$ cat src/rtl/ssd_scan_ctrl_if.sv
// Signal bundle between the seven-segment scan scheduler and the logic that
// supplies the digit values. clk/rst stay as plain ports on the modules.
interface ssd_scan_ctrl_if;
    logic        en;
    logic [15:0] digits;
    logic [3:0]  dp_mask;
    logic        lz_blank;
    logic [3:0]  ssd_ctl;
    logic [7:0]  segs;
    logic [1:0]  digit_idx;
    logic        frame_start;

    // Value source side: supplies digits and controls, observes the display drive
    modport master (
        output en,
        output digits,
        output dp_mask,
        output lz_blank,
        input  ssd_ctl,
        input  segs,
        input  digit_idx,
        input  frame_start
    );

    // Scheduler side
    modport slave (
        input  en,
        input  digits,
        input  dp_mask,
        input  lz_blank,
        output ssd_ctl,
        output segs,
        output digit_idx,
        output frame_start
    );
endinterface

$ cat src/rtl/ssd_scan_ctrl.sv
// Four-digit common-anode seven-segment scan scheduler.
// Rotates one active-low segment bus over four active-low digit enables,
// opening each slot with a dark guard interval against ghosting. Digit
// values are snapshotted once per frame so a frame never mixes old and new
// data. BCD decode, decimal points and leading-zero blanking happen here.
// All outputs are registered and reflect the state entered on the last edge.
module ssd_scan_ctrl #(
    parameter int unsigned SCAN_PERIOD  = 100000,
    parameter int unsigned BLANK_CYCLES = 1000
) (
    input  logic           clk,
    input  logic           rst,
    ssd_scan_ctrl_if.slave bus
);

    localparam int unsigned CNT_W = $clog2(SCAN_PERIOD);

    localparam logic [CNT_W-1:0] SLOT_LAST  = CNT_W'(SCAN_PERIOD - 1);
    localparam logic [CNT_W-1:0] GUARD_LAST =
        CNT_W'((BLANK_CYCLES == 0) ? 0 : BLANK_CYCLES - 1);
    localparam bit HAS_GUARD = (BLANK_CYCLES != 0);

    typedef enum logic [1:0] {
        IDLE,
        GUARD,
        ON
    } state_t;

    typedef struct packed {
        logic [15:0] digits;
        logic [3:0]  dp;
        logic        lz;
    } snap_t;

    // Registered state
    state_t           state_q;
    logic [1:0]       idx_q;
    logic [CNT_W-1:0] cnt_q;
    snap_t            snap_q;
    logic [3:0]       ctl_q;
    logic [7:0]       segs_q;
    logic             fs_q;

    // Next-state values
    state_t           state_d;
    logic [1:0]       idx_d;
    logic [CNT_W-1:0] cnt_d;
    snap_t            snap_d;
    logic [3:0]       ctl_d;
    logic [7:0]       segs_d;
    logic             fs_d;

    snap_t            live;

    // Decode helpers
    logic [3:0]       nib;
    logic             blank;
    logic             z3;
    logic             z32;
    logic             z321;
    logic [6:0]       seg_on;

    // Active-low a..g pattern for one nibble; 10..15 show "F"
    function automatic logic [6:0] decode7(input logic [3:0] v);
        logic [6:0] s;
        case (v)
            4'd0:    s = 7'b0000001;
            4'd1:    s = 7'b1001111;
            4'd2:    s = 7'b0010010;
            4'd3:    s = 7'b0000110;
            4'd4:    s = 7'b1001100;
            4'd5:    s = 7'b0100100;
            4'd6:    s = 7'b0100000;
            4'd7:    s = 7'b0001111;
            4'd8:    s = 7'b0000000;
            4'd9:    s = 7'b0000100;
            default: s = 7'b0111000;
        endcase
        return s;
    endfunction

    assign live = {bus.digits, bus.dp_mask, bus.lz_blank};

    // Slot scheduler: next state, slot counter, digit index and frame snapshot
    always_comb begin
        state_d = state_q;
        idx_d   = idx_q;
        cnt_d   = cnt_q;
        snap_d  = snap_q;
        fs_d    = 1'b0;

        if (!bus.en) begin
            // Enable drop wins over any slot-end event on the same edge
            state_d = IDLE;
            idx_d   = 2'd0;
            cnt_d   = '0;
        end else begin
            case (state_q)
                IDLE: begin
                    snap_d  = live;
                    fs_d    = 1'b1;
                    idx_d   = 2'd0;
                    cnt_d   = '0;
                    state_d = HAS_GUARD ? GUARD : ON;
                end
                GUARD: begin
                    cnt_d = cnt_q + 1'b1;
                    if (cnt_q == GUARD_LAST) begin
                        state_d = ON;
                    end
                end
                ON: begin
                    if (cnt_q == SLOT_LAST) begin
                        cnt_d   = '0;
                        idx_d   = idx_q + 2'd1;
                        state_d = HAS_GUARD ? GUARD : ON;
                        if (idx_q == 2'd3) begin
                            snap_d = live;
                            fs_d   = 1'b1;
                        end
                    end else begin
                        cnt_d = cnt_q + 1'b1;
                    end
                end
                default: begin
                    state_d = IDLE;
                    idx_d   = 2'd0;
                    cnt_d   = '0;
                end
            endcase
        end
    end

    // Display drive for the state being entered; decoded from next-state values
    // so the registered outputs line up with the registered state
    always_comb begin
        z3   = (snap_d.digits[15:12] == 4'd0);
        z32  = z3  && (snap_d.digits[11:8] == 4'd0);
        z321 = z32 && (snap_d.digits[7:4]  == 4'd0);

        nib   = 4'd0;
        blank = 1'b0;
        case (idx_d)
            2'd0: begin
                nib   = snap_d.digits[3:0];
                blank = 1'b0;
            end
            2'd1: begin
                nib   = snap_d.digits[7:4];
                blank = snap_d.lz && z321;
            end
            2'd2: begin
                nib   = snap_d.digits[11:8];
                blank = snap_d.lz && z32;
            end
            default: begin
                nib   = snap_d.digits[15:12];
                blank = snap_d.lz && z3;
            end
        endcase

        seg_on = blank ? 7'h7F : decode7(nib);

        ctl_d  = 4'hF;
        segs_d = 8'hFF;
        if (state_d == ON) begin
            ctl_d  = ~(4'b0001 << idx_d);
            segs_d = {seg_on, ~snap_d.dp[idx_d]};
        end
    end

    // State and output registers with asynchronous reset to a dark display
    always_ff @(posedge clk or posedge rst) begin
        if (rst) begin
            state_q <= IDLE;
            idx_q   <= 2'd0;
            cnt_q   <= '0;
            snap_q  <= '0;
            ctl_q   <= 4'hF;
            segs_q  <= 8'hFF;
            fs_q    <= 1'b0;
        end else begin
            state_q <= state_d;
            idx_q   <= idx_d;
            cnt_q   <= cnt_d;
            snap_q  <= snap_d;
            ctl_q   <= ctl_d;
            segs_q  <= segs_d;
            fs_q    <= fs_d;
        end
    end

    assign bus.ssd_ctl     = ctl_q;
    assign bus.segs        = segs_q;
    assign bus.digit_idx   = idx_q;
    assign bus.frame_start = fs_q;

endmodule

$ cat src/flat_wrapper.sv
// flat-port wrapper written by rule: the top's interface ports become plain ports
module ssd_scan_ctrl_flat 
#(
    parameter int unsigned SCAN_PERIOD  = 100000,
    parameter int unsigned BLANK_CYCLES = 1000
)
  (clk, rst, bus_en, bus_digits, bus_dp_mask, bus_lz_blank, bus_ssd_ctl, bus_segs, bus_digit_idx, bus_frame_start);
  ssd_scan_ctrl_if bus_i ();
  input  logic clk;
  input  logic rst;
  input wire logic [$bits(bus_i.en)-1:0] bus_en;
  input wire logic [$bits(bus_i.digits)-1:0] bus_digits;
  input wire logic [$bits(bus_i.dp_mask)-1:0] bus_dp_mask;
  input wire logic [$bits(bus_i.lz_blank)-1:0] bus_lz_blank;
  output wire logic [$bits(bus_i.ssd_ctl)-1:0] bus_ssd_ctl;
  output wire logic [$bits(bus_i.segs)-1:0] bus_segs;
  output wire logic [$bits(bus_i.digit_idx)-1:0] bus_digit_idx;
  output wire logic [$bits(bus_i.frame_start)-1:0] bus_frame_start;
  assign bus_i.en = bus_en;
  assign bus_i.digits = bus_digits;
  assign bus_i.dp_mask = bus_dp_mask;
  assign bus_i.lz_blank = bus_lz_blank;
  assign bus_ssd_ctl = bus_i.ssd_ctl;
  assign bus_segs = bus_i.segs;
  assign bus_digit_idx = bus_i.digit_idx;
  assign bus_frame_start = bus_i.frame_start;
  ssd_scan_ctrl #(.SCAN_PERIOD(SCAN_PERIOD), .BLANK_CYCLES(BLANK_CYCLES)) u_core (.clk(clk), .rst(rst), .bus(bus_i));
endmodule
$ cat config.mk
export PLATFORM = sky130hd
export DESIGN_NAME = ssd_scan_ctrl_flat
export DESIGN_NICKNAME = d
export VERILOG_FILES = /design/src/rtl/ssd_scan_ctrl_if.sv /design/src/rtl/ssd_scan_ctrl.sv /design/src/flat_wrapper.sv
export SDC_FILE = /design/constraint.sdc
export NUM_CORES = 1
export LEC_CHECK = 0
export ABC_AREA = 1
export CORE_MARGIN = 2
export CORE_UTILIZATION = 60
export DETAILED_ROUTE_END_ITERATION = 8
export PLACE_DENSITY = 0.89
export SYNTH_ARGS = -nofsm -noshare
export SYNTH_HDL_FRONTEND = slang
export SYNTH_SLANG_ARGS = --single-unit
export TNS_END_PERCENT = 5
$ cat constraint.sdc
create_clock -name clk -period 4.8 [get_ports clk]
set_clock_uncertainty 0.05 [all_clocks]
set_input_delay 0.96 -clock clk [delete_from_list [all_inputs] [get_ports clk]]
set_output_delay 0.96 -clock clk [all_outputs]
set_load 0.005 [all_outputs]
==> qor.tcl, run 1 <==
set qor(synth_area_mm2) 0.00307
set qor(antenna_cells) 0
set qor(place_inst) 465
set qor(synth_top_cell_by_area) {sky130_fd_sc_hd__dfrtp_1}
set qor(highest_count_cells_in_the_layout_ignoring_fill_and_taps) {sky130_fd_sc_hd__nand2_1, sky130_fd_sc_hd__inv_1, sky130_fd_sc_hd__dfrtp_1, sky130_fd_sc_hd__clkdlybuf4s50_1}
set qor(routabilityCongestion) 0.899
set qor(crit_type) {input pin to register}
set qor(area_fraction_of_the_dominant_cell_type_after_synthesis_pct) 35.1
set qor(drv_slew) 0
set qor(post_layout_nonfiller_instances) 473
set qor(final.fill_count) 394
set qor(worstSetupEndpointType) {register}
set qor(min_period_ps) 3710
set qor(global_route.overflow_total) 0
set qor(hold_slack_ps) 429
set qor(htree_levels) 2
set qor(r2r_end) {u_core.bus.segs[2]}
set qor(clock-sinks) 55
set qor(die_y_um) 75.5
set qor(final-seq-area_mm2) 0.00139
set qor(grt_pass1_vias) 2329
set qor(leakagePower_nw) 1.65
set qor(met3RoutedLength_um) 226
set qor(fp.dieW_um) 75.5
set qor(power_density_of_the_placed_cells_mw_per_mm2) 274
set qor(cts.repair_timing.setup_buffer_count) 0
set qor(clockBufferDepth) 2
set qor(drt_iter0_markers) 92
set qor(grt_max_degree) 44
set qor(worst-slew-pin-transition_ps) 521
set qor(hold_start) {u_core.cnt_q[0]}
set qor(report.power.total_mw) 0.982
set qor(r2r_cells) 17
set qor(critical_path_required_ps) 5000
set qor(post-route-drc-count) 0
set qor(timing.max_slew.rel_slack_pct) 65.3
set qor(fin_nets) 444
set qor(synth_ff_type) {sky130_fd_sc_hd__dfrtp_1}
set qor(maxCapViolations) 0
set qor(total_routed_wirelength_mm) 6.22
set qor(tns_ps) 0
set qor(cts-root-buf) {sky130_fd_sc_hd__clkbuf_8}
set qor(grt_first_pass_wirelength_mm) 9.90
set qor(worst_r2r_startpoint) {u_core.cnt_q[0]}
set qor(clkSlewWorstSetupHoldPaths_ps) 100
set qor(clk-insertion-delay-late_ps) 310
set qor(port-buffer-count) 38
set qor(syn_inst) 363
set qor(final_design_area_no_fill_mm2) 0.00358
set qor(grt_setup_unrepaired) {false}
set qor(layout_commonest_cell) {sky130_fd_sc_hd__nand2_1}
set qor(areaGrowthSynthToFinish_pct) 16.8
set qor(data_arrival_critical_path_ps) 3900
set qor(cts_tree) {done}
set qor(hold_path.class) {register to register}
set qor(post_cts_resize_count) 0
set qor(grt_antenna_before_repair) 0
set qor(mean_number_of_vias_per_cell) 5.30
set qor(cts_hold_repair_buffers) 0
set qor(ys_warn_count) 0
set qor(run_status) {finished, final reports clean}
set qor(maxClockFrequency_mhz) 270
set qor(critical_path_startpoint) {bus_en}
set qor(multi_input_area_mm2) 0.00142
set qor(initial_core_util_pct) 61.3
set qor(ys_seq_area_share_pct) 45.3
set qor(placementRows) 26
set qor(layout_setup_ws_ps) 1090
set qor(drt-pass1-iter-count) 4
set qor(detail_route.wl_per_cell_um) 13.1
set qor(design.core.area_mm2) 0.00501
set qor(cp-endpoint) {u_core.bus.segs[2]}
set qor(r2r_slack_ps) 1100
set qor(dpl_worst_slack_ps) 814
set qor(finish.utilization_pct) 71.6
set qor(cts_buffers) 5
set qor(critical_path_peak_fanout) 13
set qor(dieArea_mm2) 0.00570
set qor(synth.distinct_cells) 40
set qor(power.ir.vdd_worst_mv) 0.173
set qor(postSynthNetCount) 405
set qor(timing.final.crit_share_pct) 77.2
set qor(setup_violations) 0
set qor(post_synthesis_sequential_element_count) 55
set qor(drt-met1-wl_mm) 2.65
set qor(dpl_cell_area_mm2) 0.00349
set qor(dr.max_layer_used) {met4}
set qor(crit_start_category) {input pin}
set qor(dpl.hpwl_mm) 4.67
set qor(synth_enable_flop_cells) 0
set qor(avg_cell_area_syn_um2) 8.46
set qor(antenna_violating_nets_post_route) 0
set qor(share_of_final_layout_standard_cells_stronger_than_drive_strength_1_pct) 15.1
set qor(met2_wirelength_mm) 3.26
set qor(ys_top_cells_by_area) {sky130_fd_sc_hd__dfrtp_1, sky130_fd_sc_hd__nand2_1, sky130_fd_sc_hd__dfstp_2}
set qor(pin_count) 39
set qor(grt_use_total_pct) 23.0
set qor(via_count) 2505
set qor(postSynth.asyncResetShare_pct) 100
set qor(final-hold-violation-count) 0
cell type report:
| class | count | area share, % |
|---|---|---|
| Inverter | 53 | 5.58 |
| Clock buffer | 6 | 2.30 |
| Multi-Input combinational cell | 248 | 39.6 |
| Sequential cell | 55 | 38.8 |
| Clock inverter | 2 | 0.454 |
| Timing Repair Buffer | 39 | 10.8 |
| Tap cell | 70 | 2.44 |
cell families after synthesis:
logic type                 share of synthesized area, %
AOI/OAI and AO/OA                                  7.13
xor gates and xnor gates                           1.14
adders and majority gates                          7.34
buffers and inverters                              8.44
DFF                                                45.3
and+or+nand+nor                                    30.6
power breakdown:
group,switching [mW],internal (mW),leakage (nW)
combinational,0.125,0.0750,0.916
sequential,0.0120,0.498,0.691
clock,0.153,0.118,0.0474
state kept, by name, summed over array words and instances, names as in the netlist:
| register | cells |
|---|---|
| u_core.bus.digit_idx | 2 |
| u_core.bus.frame_start | 1 |
| u_core.bus.segs | 8 |
| u_core.bus.ssd_ctl | 4 |
| u_core.cnt_q | 17 |
| u_core.snap_q | 21 |
| u_core.state_q | 2 |
worst min-delay path by stage:
stage                      end  slack [ps]  depth (start not counted)
3_3_place_gp   u_core.cnt_q[0]         400                          1
5_1_grt        u_core.cnt_q[0]         460                          1
3_5_place_dp   u_core.cnt_q[0]         400                          1
6_report       u_core.cnt_q[0]         430                          1
4_1_cts        u_core.cnt_q[0]         420                          1
2_1_floorplan  u_core.cnt_q[0]         380                          1
cell usage after synthesis, types with 2 or more instances:
cell type and count:
sky130_fd_sc_hd__o21ai_2 3, sky130_fd_sc_hd__ha_1 18, sky130_fd_sc_hd__nor4_1 2, sky130_fd_sc_hd__nand3_1 29, sky130_fd_sc_hd__nor2_2 5, sky130_fd_sc_hd__xor2_1 3
sky130_fd_sc_hd__o211ai_1 2, sky130_fd_sc_hd__nor2_1 29, sky130_fd_sc_hd__nand2_2 14, sky130_fd_sc_hd__o21a_1 2, sky130_fd_sc_hd__nor4_2 2, sky130_fd_sc_hd__nor3_2 2
sky130_fd_sc_hd__inv_1 48, sky130_fd_sc_hd__nand2_4 2, sky130_fd_sc_hd__and2_1 2, sky130_fd_sc_hd__nand3_2 3, sky130_fd_sc_hd__nand4_1 6, sky130_fd_sc_hd__dfstp_2 12
sky130_fd_sc_hd__a21oi_1 7, sky130_fd_sc_hd__dfrtp_1 43, sky130_fd_sc_hd__nand2_1 87, sky130_fd_sc_hd__o21ai_0 6, sky130_fd_sc_hd__buf_6 4, sky130_fd_sc_hd__nor3b_1 3
sky130_fd_sc_hd__buf_2 2, sky130_fd_sc_hd__a32o_1 4, sky130_fd_sc_hd__inv_2 4, sky130_fd_sc_hd__nor3_1 7
routing by layer:
metal	vias up	global-route usage (%)
li1	1240	-
met1	1204	26.5
met2	50	42.0
met3	11	4.89
met4	0	7.99
met5	-	0
critical path, stage by stage:
cell and delay (ps):
sky130_fd_sc_hd__clkdlybuf4s50_1 660, sky130_fd_sc_hd__nand2_1 200, sky130_fd_sc_hd__inv_1 70, sky130_fd_sc_hd__o211ai_1 210, sky130_fd_sc_hd__inv_1 220, sky130_fd_sc_hd__ha_1 300
sky130_fd_sc_hd__inv_1 130, sky130_fd_sc_hd__nand2_1 60, sky130_fd_sc_hd__o21ai_1 370, sky130_fd_sc_hd__inv_1 160, sky130_fd_sc_hd__ha_1 210, sky130_fd_sc_hd__or2_1 230
sky130_fd_sc_hd__nand3_1 70, sky130_fd_sc_hd__nand2_1 50
No activity file was read; power rests on OpenSTA's default activity.
==> inputs of run 2 (changes only) <==
CORE_UTILIZATION = 55   (was 60)
PLACE_DENSITY = 0.83   (was 0.89)
clock period = 3.85 ns   (was 4.8 ns; I/O delays follow)
==> run 2 against run 1 <==
  * Combinational power grew 27%
  * Worst setup slack lost 740 ps
  * Sequential share of layout area shrank 0.42 points
  * Cell count grew 1.1%
  * Largest cell class unchanged
  * Highest routed layer unchanged
==> qor.tcl, run 2 (same netlist as run 1, synthesis figures left out) <==
set qor(fin_nets) 447 ;# +0.68%
set qor(timing.max_slew.rel_slack_pct) 49.1 ;# -16 points
set qor(report.power.total_mw) 1.28 ;# +30%
set qor(post-route-drc-count) 0 ;# unchanged
set qor(cell_type_group_with_the_largest_total_delay_on_the_critical_path) {compound AO/OA/AOI/OAI gates}
set qor(number_of_flip_flops_in_the_largest_register) 21 ;# unchanged
set qor(dieArea_mm2) 0.00619 ;# +8.6%
set qor(data_arrival_critical_path_ps) 3710 ;# -190 ps
set qor(dpl.hpwl_mm) 4.73 ;# +1.3%
set qor(layout_commonest_cell) {sky130_fd_sc_hd__nand2_1}
set qor(hold_path.class) {register to register}
set qor(antenna_cells) 0 ;# unchanged
set qor(routabilityCongestion) 0.879 ;# -2.3%
set qor(critical_path_required_ps) 4060 ;# -940 ps
set qor(final-hold-violation-count) 0 ;# unchanged
set qor(clkSlewWorstSetupHoldPaths_ps) 100 ;# about the same
set qor(cts.repair_timing.setup_buffer_count) 0 ;# unchanged
set qor(port-buffer-count) 38 ;# unchanged
set qor(via_count) 2481 ;# -0.96%
set qor(die_y_um) 78.7 ;# +4.2%
set qor(global_route.overflow_total) 0 ;# unchanged
set qor(crit_chain) {ha_1 > nand3_2 > nor2_2 > nand3_2 > a21oi_1 > inv_1 > o211ai_1 > inv_1 > ha_1 > inv_1 > nand2_1 > o21ai_2 > inv_2 > ha_1 > or2_1 > nand3_1 > nand2_1}
set qor(htree_levels) 2 ;# unchanged
set qor(design.core.area_mm2) 0.00544 ;# +8.6%
set qor(share_of_final_layout_standard_cells_stronger_than_drive_strength_1_pct) 15.8 ;# +0.63 points
set qor(maxCapViolations) 0 ;# unchanged
set qor(pin_count) 39 ;# unchanged
set qor(crit_start_category) {register}
set qor(grt_antenna_before_repair) 0 ;# unchanged
set qor(drv_slew) 0 ;# unchanged
set qor(power_density_of_the_placed_cells_mw_per_mm2) 353 ;# +29%
set qor(post_cts_resize_count) 0 ;# unchanged
set qor(setup_violations) 0 ;# unchanged
set qor(fp.dieW_um) 78.7 ;# +4.2%
set qor(hold_slack_ps) 419 ;# -9.78 ps
set qor(critical_path_peak_fanout) 6 ;# -7
set qor(cts_tree) {done}
set qor(worstPathBufferInverterCount) 4 ;# -1
set qor(grt_max_degree) 38 ;# -14%
set qor(grt_setup_unrepaired) {false}
set qor(clockBufferDepth) 2 ;# unchanged
set qor(worst-slew-pin-transition_ps) 763 ;# +242 ps
set qor(post_layout_nonfiller_instances) 478 ;# +1.1%
set qor(mean_number_of_vias_per_cell) 5.19 ;# -2.0%
set qor(min_period_ps) 3500
set qor(cts_buffers) 5 ;# unchanged
set qor(register_containing_the_most_flip_flops_in_the_final_layout) {u_core.snap_q}
set qor(grt_first_pass_wirelength_mm) 10.6 ;# +7.3%
set qor(r2r_slack_ps) 350 ;# -750 ps
set qor(detail_route.wl_per_cell_um) 13.1 ;# -0.60%
set qor(placementRows) 27 ;# +3.8%
set qor(leakagePower_nw) 1.68 ;# +1.5%
set qor(grt_pass1_vias) 2456 ;# +5.5%
set qor(run_status) {finished, final reports clean}
set qor(total_routed_wirelength_mm) 6.24 ;# +0.45%
set qor(initial_core_util_pct) 56.4 ;# -4.8 points
set qor(slowest_delay_ps) 380 ;# -280 ps
set qor(maxClockFrequency_mhz) 286
set qor(crit_type) {register to register}
set qor(drt_iter0_markers) 85 ;# -7.6%
set qor(cts_hold_repair_buffers) 0 ;# unchanged
set qor(drt-pass1-iter-count) 4 ;# unchanged
set qor(timing.final.crit_share_pct) 90.9
set qor(power.ir.vdd_worst_mv) 0.281 ;# +62%
set qor(highest_count_cells_in_the_layout_ignoring_fill_and_taps) {sky130_fd_sc_hd__nand2_1, sky130_fd_sc_hd__inv_1, sky130_fd_sc_hd__dfrtp_1, sky130_fd_sc_hd__clkdlybuf4s50_1}
set qor(worst_path_max_delay_cell) {sky130_fd_sc_hd__dfrtp_1}
set qor(antenna_violating_nets_post_route) 0 ;# unchanged
set qor(grt_use_total_pct) 21.8 ;# -1.1 points
set qor(clk-insertion-delay-late_ps) 320 ;# about the same
set qor(tns_ps) 0 ;# unchanged
set qor(cts-root-buf) {sky130_fd_sc_hd__clkbuf_8}
set qor(areaGrowthSynthToFinish_pct) 18.1
set qor(place_inst) 470 ;# +1.1%
set qor(worstSetupEndpointType) {register}
set qor(clock-sinks) 55 ;# unchanged
## run 2: cell type report
type                            count  area (µm²)
Fill cell                         447        1820
Clock inverter                      3        43.8
Timing Repair Buffer               42         410
Sequential cell                    55        1390
Clock buffer                        5        68.8
Inverter                           53         200
Tap cell                           72        90.1
Multi-Input combinational cell    248        1420
## run 2: per-stage QoR
stage / instance area (µm²) / util [%] / setup slack (ps)
after floorplan: 3070 / - / 651
after global placement: 3510 / 64.6 / 593
after detailed placement: 3510 / 64.6 / 388
after CTS: 3620 / 66.6 / 352
after global routing: 3620 / 66.6 / 49.6
final: 3620 / 66.6 / 349
## run 2: routing by layer
metal	track usage, %	wire length [µm]
met5	0	0
met4	10.2	175
met3	4.66	225
met2	37.4	3190
met1	26.3	2650
## run 2: final timing paths
| kind | start | endpoint | cells past startpoint |
|---|---|---|---|
| min reg2reg | u_core.cnt_q[0] | u_core.cnt_q[0] | 1 |
| min | u_core.cnt_q[0] | u_core.cnt_q[0] | 1 |
| max | u_core.cnt_q[0] | u_core.bus.segs[2] | 17 |
| min in group asynchronous | rst | u_core.cnt_q[7] | 2 |
| max in group asynchronous | rst | u_core.bus.segs[0] | 3 |
| max reg2reg | u_core.cnt_q[0] | u_core.bus.segs[2] | 17 |
## run 2: worst register-to-register path, stage by stage (launching register included)
cell and delay, ps:
sky130_fd_sc_hd__dfrtp_1 380, sky130_fd_sc_hd__ha_1 210, sky130_fd_sc_hd__nand3_2 140, sky130_fd_sc_hd__nor2_2 140, sky130_fd_sc_hd__nand3_2 90, sky130_fd_sc_hd__a21oi_1 270
sky130_fd_sc_hd__inv_1 110, sky130_fd_sc_hd__o211ai_1 380, sky130_fd_sc_hd__inv_1 200, sky130_fd_sc_hd__ha_1 310, sky130_fd_sc_hd__inv_1 140, sky130_fd_sc_hd__nand2_1 90
sky130_fd_sc_hd__o21ai_2 290, sky130_fd_sc_hd__inv_2 100, sky130_fd_sc_hd__ha_1 180, sky130_fd_sc_hd__or2_1 240, sky130_fd_sc_hd__nand3_1 70, sky130_fd_sc_hd__nand2_1 50
## run 2: where the power goes
part	leakage [nW]	switching, mW	internal, mW
clock network	0.0581	0.195	0.194
registers	0.691	0.0147	0.621
logic	0.931	0.157	0.0970
total	1.68	0.367	0.912
==> inputs of run 3 (changes only) <==
CAP_MARGIN = 5   (was unset)
CTS_CLUSTER_DIAMETER = 50   (was unset)
SETUP_SLACK_MARGIN = 0.05   (was unset)
==> run 3 against run 2 <==
  * Combinational power about the same
  * Cell count increased by 0.21%
  * Global-route usage unchanged
  * Worst setup slack improved by 130 ps
  * Largest cell class unchanged
==> qor.tcl, run 3 (same netlist as run 1, synthesis figures left out) <==
set qor(cp-endpoint) {u_core.bus.segs[2]}
set qor(critical_path_startpoint) {u_core.cnt_q[0]}
set qor(slowest_delay_ps) 380 ;# about the same
set qor(power.ir.vdd_worst_mv) 0.281 ;# about the same
set qor(setup_violations) 0 ;# unchanged
set qor(hold_path.class) {register to register}
set qor(grt_max_degree) 38 ;# unchanged
set qor(drt_iter0_markers) 87 ;# +2.4%
set qor(leakagePower_nw) 1.68 ;# +0.25%
set qor(pin_count) 39 ;# unchanged
set qor(clk-insertion-delay-late_ps) 310 ;# about the same
set qor(finish.utilization_pct) 66.8 ;# +0.14 points
set qor(die_y_um) 78.7 ;# unchanged
set qor(critical_path_peak_fanout) 6 ;# unchanged
set qor(post-route-drc-count) 0 ;# unchanged
set qor(mean_number_of_vias_per_cell) 5.20 ;# +0.11%
set qor(report.power.total_mw) 1.28 ;# about the same
set qor(register_containing_the_most_flip_flops_in_the_final_layout) {u_core.snap_q}
set qor(r2r_cells) 17 ;# unchanged
set qor(highest_count_cells_in_the_layout_ignoring_fill_and_taps) {sky130_fd_sc_hd__nand2_1, sky130_fd_sc_hd__inv_1, sky130_fd_sc_hd__dfrtp_1, sky130_fd_sc_hd__clkdlybuf4s50_1}
set qor(crit_chain) {ha_1 > nand3_2 > nor2_2 > nand3_2 > a21oi_1 > inv_1 > o211ai_1 > inv_1 > ha_1 > inv_1 > nand2_1 > o21ai_2 > inv_2 > ha_1 > or2_1 > nand3_1 > nand2_1}
set qor(min_period_ps) 3370 ;# -130 ps
set qor(crit_type) {register to register}
set qor(critical_path_required_ps) 4060 ;# about the same
set qor(data_arrival_critical_path_ps) 3580 ;# -130 ps
set qor(final.fill_count) 445 ;# -0.45%
set qor(timing.final.crit_share_pct) 87.6 ;# -3.4 points
set qor(hold_slack_ps) 419 ;# -0.0810 ps
set qor(maxClockFrequency_mhz) 297 ;# +3.8%
set qor(grt_use_met1_pct) 26.3 ;# unchanged
set qor(initial_core_util_pct) 56.4 ;# unchanged
set qor(gr-usage-met2_pct) 37.4 ;# unchanged
set qor(tns_ps) 0 ;# unchanged
set qor(placementRows) 27 ;# unchanged
set qor(clock-sinks) 55 ;# unchanged
set qor(cts-root-buf) {sky130_fd_sc_hd__clkbuf_8}
set qor(r2r_slack_ps) 480 ;# +130 ps
set qor(worst_r2r_startpoint) {u_core.cnt_q[0]}
set qor(hold_depth) 1 ;# unchanged
set qor(detail_route.wl_per_cell_um) 13.0 ;# -0.75%
set qor(antenna_violating_nets_post_route) 0 ;# unchanged
set qor(fp.dieW_um) 78.7 ;# unchanged
set qor(drt-pass1-iter-count) 4 ;# unchanged
set qor(worstSetupEndpointType) {register}
set qor(grt_setup_unrepaired) {false}
set qor(drv_slew) 0 ;# unchanged
set qor(r2r_end) {u_core.bus.segs[2]}
set qor(layout_commonest_cell) {sky130_fd_sc_hd__nand2_1}
set qor(grt_util_met3_pct) 4.66 ;# unchanged
set qor(clkSlewWorstSetupHoldPaths_ps) 100 ;# about the same
set qor(run_status) {finished, final reports clean}
set qor(crit_start_category) {register}
set qor(fin_nets) 448 ;# +0.22%
set qor(grt_use_total_pct) 21.8 ;# unchanged
set qor(final-hold-violation-count) 0 ;# unchanged
set qor(clockBufferDepth) 2 ;# unchanged
set qor(port-buffer-count) 38 ;# unchanged
set qor(grt_antenna_before_repair) 0 ;# unchanged
set qor(maxCapViolations) 0 ;# unchanged
set qor(power_density_of_the_placed_cells_mw_per_mm2) 352 ;# -0.17%
set qor(dpl.hpwl_mm) 4.73 ;# unchanged
set qor(worst-slew-pin-transition_ps) 761 ;# -1.69 ps
set qor(areaGrowthSynthToFinish_pct) 18.3
set qor(global_route.overflow_total) 0 ;# unchanged
set qor(number_of_flip_flops_in_the_largest_register) 21 ;# unchanged
set qor(routabilityCongestion) 0.879 ;# unchanged
set qor(cts_hold_repair_buffers) 0 ;# unchanged
set qor(worst_path_max_delay_cell) {sky130_fd_sc_hd__dfrtp_1}
set qor(antenna_cells) 0 ;# unchanged
set qor(design.core.area_mm2) 0.00544 ;# unchanged
set qor(via_count) 2489 ;# +0.32%
set qor(cts_buffers) 5 ;# unchanged
set qor(cts_tree) {done}
set qor(grt_first_pass_wirelength_mm) 10.6 ;# unchanged
set qor(htree_levels) 2 ;# unchanged
set qor(dieArea_mm2) 0.00619 ;# unchanged
set qor(timing.max_slew.rel_slack_pct) 49.2 ;# +0.11 points
set qor(grt-busiest-layer) {met2}
set qor(total_routed_wirelength_mm) 6.21 ;# -0.54%
set qor(post_cts_resize_count) 0 ;# unchanged
set qor(share_of_final_layout_standard_cells_stronger_than_drive_strength_1_pct) 16.0 ;# +0.21 points
set qor(grt_pass1_vias) 2456 ;# unchanged
[run 3: worst min-delay path by stage]
stage | from | to | slack (ps)
finish | u_core.cnt_q[0] | u_core.cnt_q[0] | 420
global route | u_core.cnt_q[0] | u_core.cnt_q[0] | 440
CTS | u_core.cnt_q[0] | u_core.cnt_q[0] | 420
detailed placement | u_core.cnt_q[0] | u_core.cnt_q[0] | 410
global placement | u_core.cnt_q[0] | u_core.cnt_q[0] | 390
floorplan | u_core.cnt_q[0] | u_core.cnt_q[0] | 380
[run 3: final cells by class]
type | instances | area (µm²) | share of cell area [%]
flip-flops and latches | 55 | 1390 | 38.3
repair buffers | 43 | 418 | 11.5
clock inverters | 3 | 43.8 | 1.21
clock buffers | 5 | 68.8 | 1.90
well taps | 72 | 90.1 | 2.48
inverters | 53 | 200 | 5.51
multi-input cells | 248 | 1420 | 39.1
[run 3: worst max-delay path: cells and delay by family (launching register included)]
kind | cells | cell delay, ps
adders and majority gates | 3 | 680
and+or+nand+nor | 7 | 820
AOI/OAI and AO/OA | 3 | 850
DFF | 1 | 380
buffers and inverters | 4 | 520
[run 3: layer usage]
layer | vias to the layer above | share of wire, %
li1 | 1236 | -
met4 | 0 | 3.1
met3 | 19 | 3.9
met1 | 1172 | 42
met5 | - | 0
met2 | 62 | 51
[run 3: metrics by stage]
stage | setup slack (ps) | std cells | instance area (µm²)
2_1_floorplan | 651 | 363 | 3070
3_3_place_gp | 593 | 470 | 3510
3_5_place_dp | 388 | 470 | 3510
4_1_cts | 352 | 478 | 3620
5_1_grt | 200 | 479 | 3630
6_report | 479 | 479 | 3630
[run 3: repair_timing]
| action | 4_1_cts | 5_1_grt |
|---|---|---|
| setup endpoints to repair | 0 | 1 |
| hold endpoints to repair | 0 | 0 |
| setup buffers | 0 | 1 |
[run 3: power by group]
part	leakage (nW)	total [mW]	internal, mW	switching [mW]
Combinational	0.935	0.254	0.0970	0.157
Clock	0.0581	0.390	0.194	0.196
Sequential	0.691	0.636	0.621	0.0149
Total	1.68	1.28	0.913	0.367
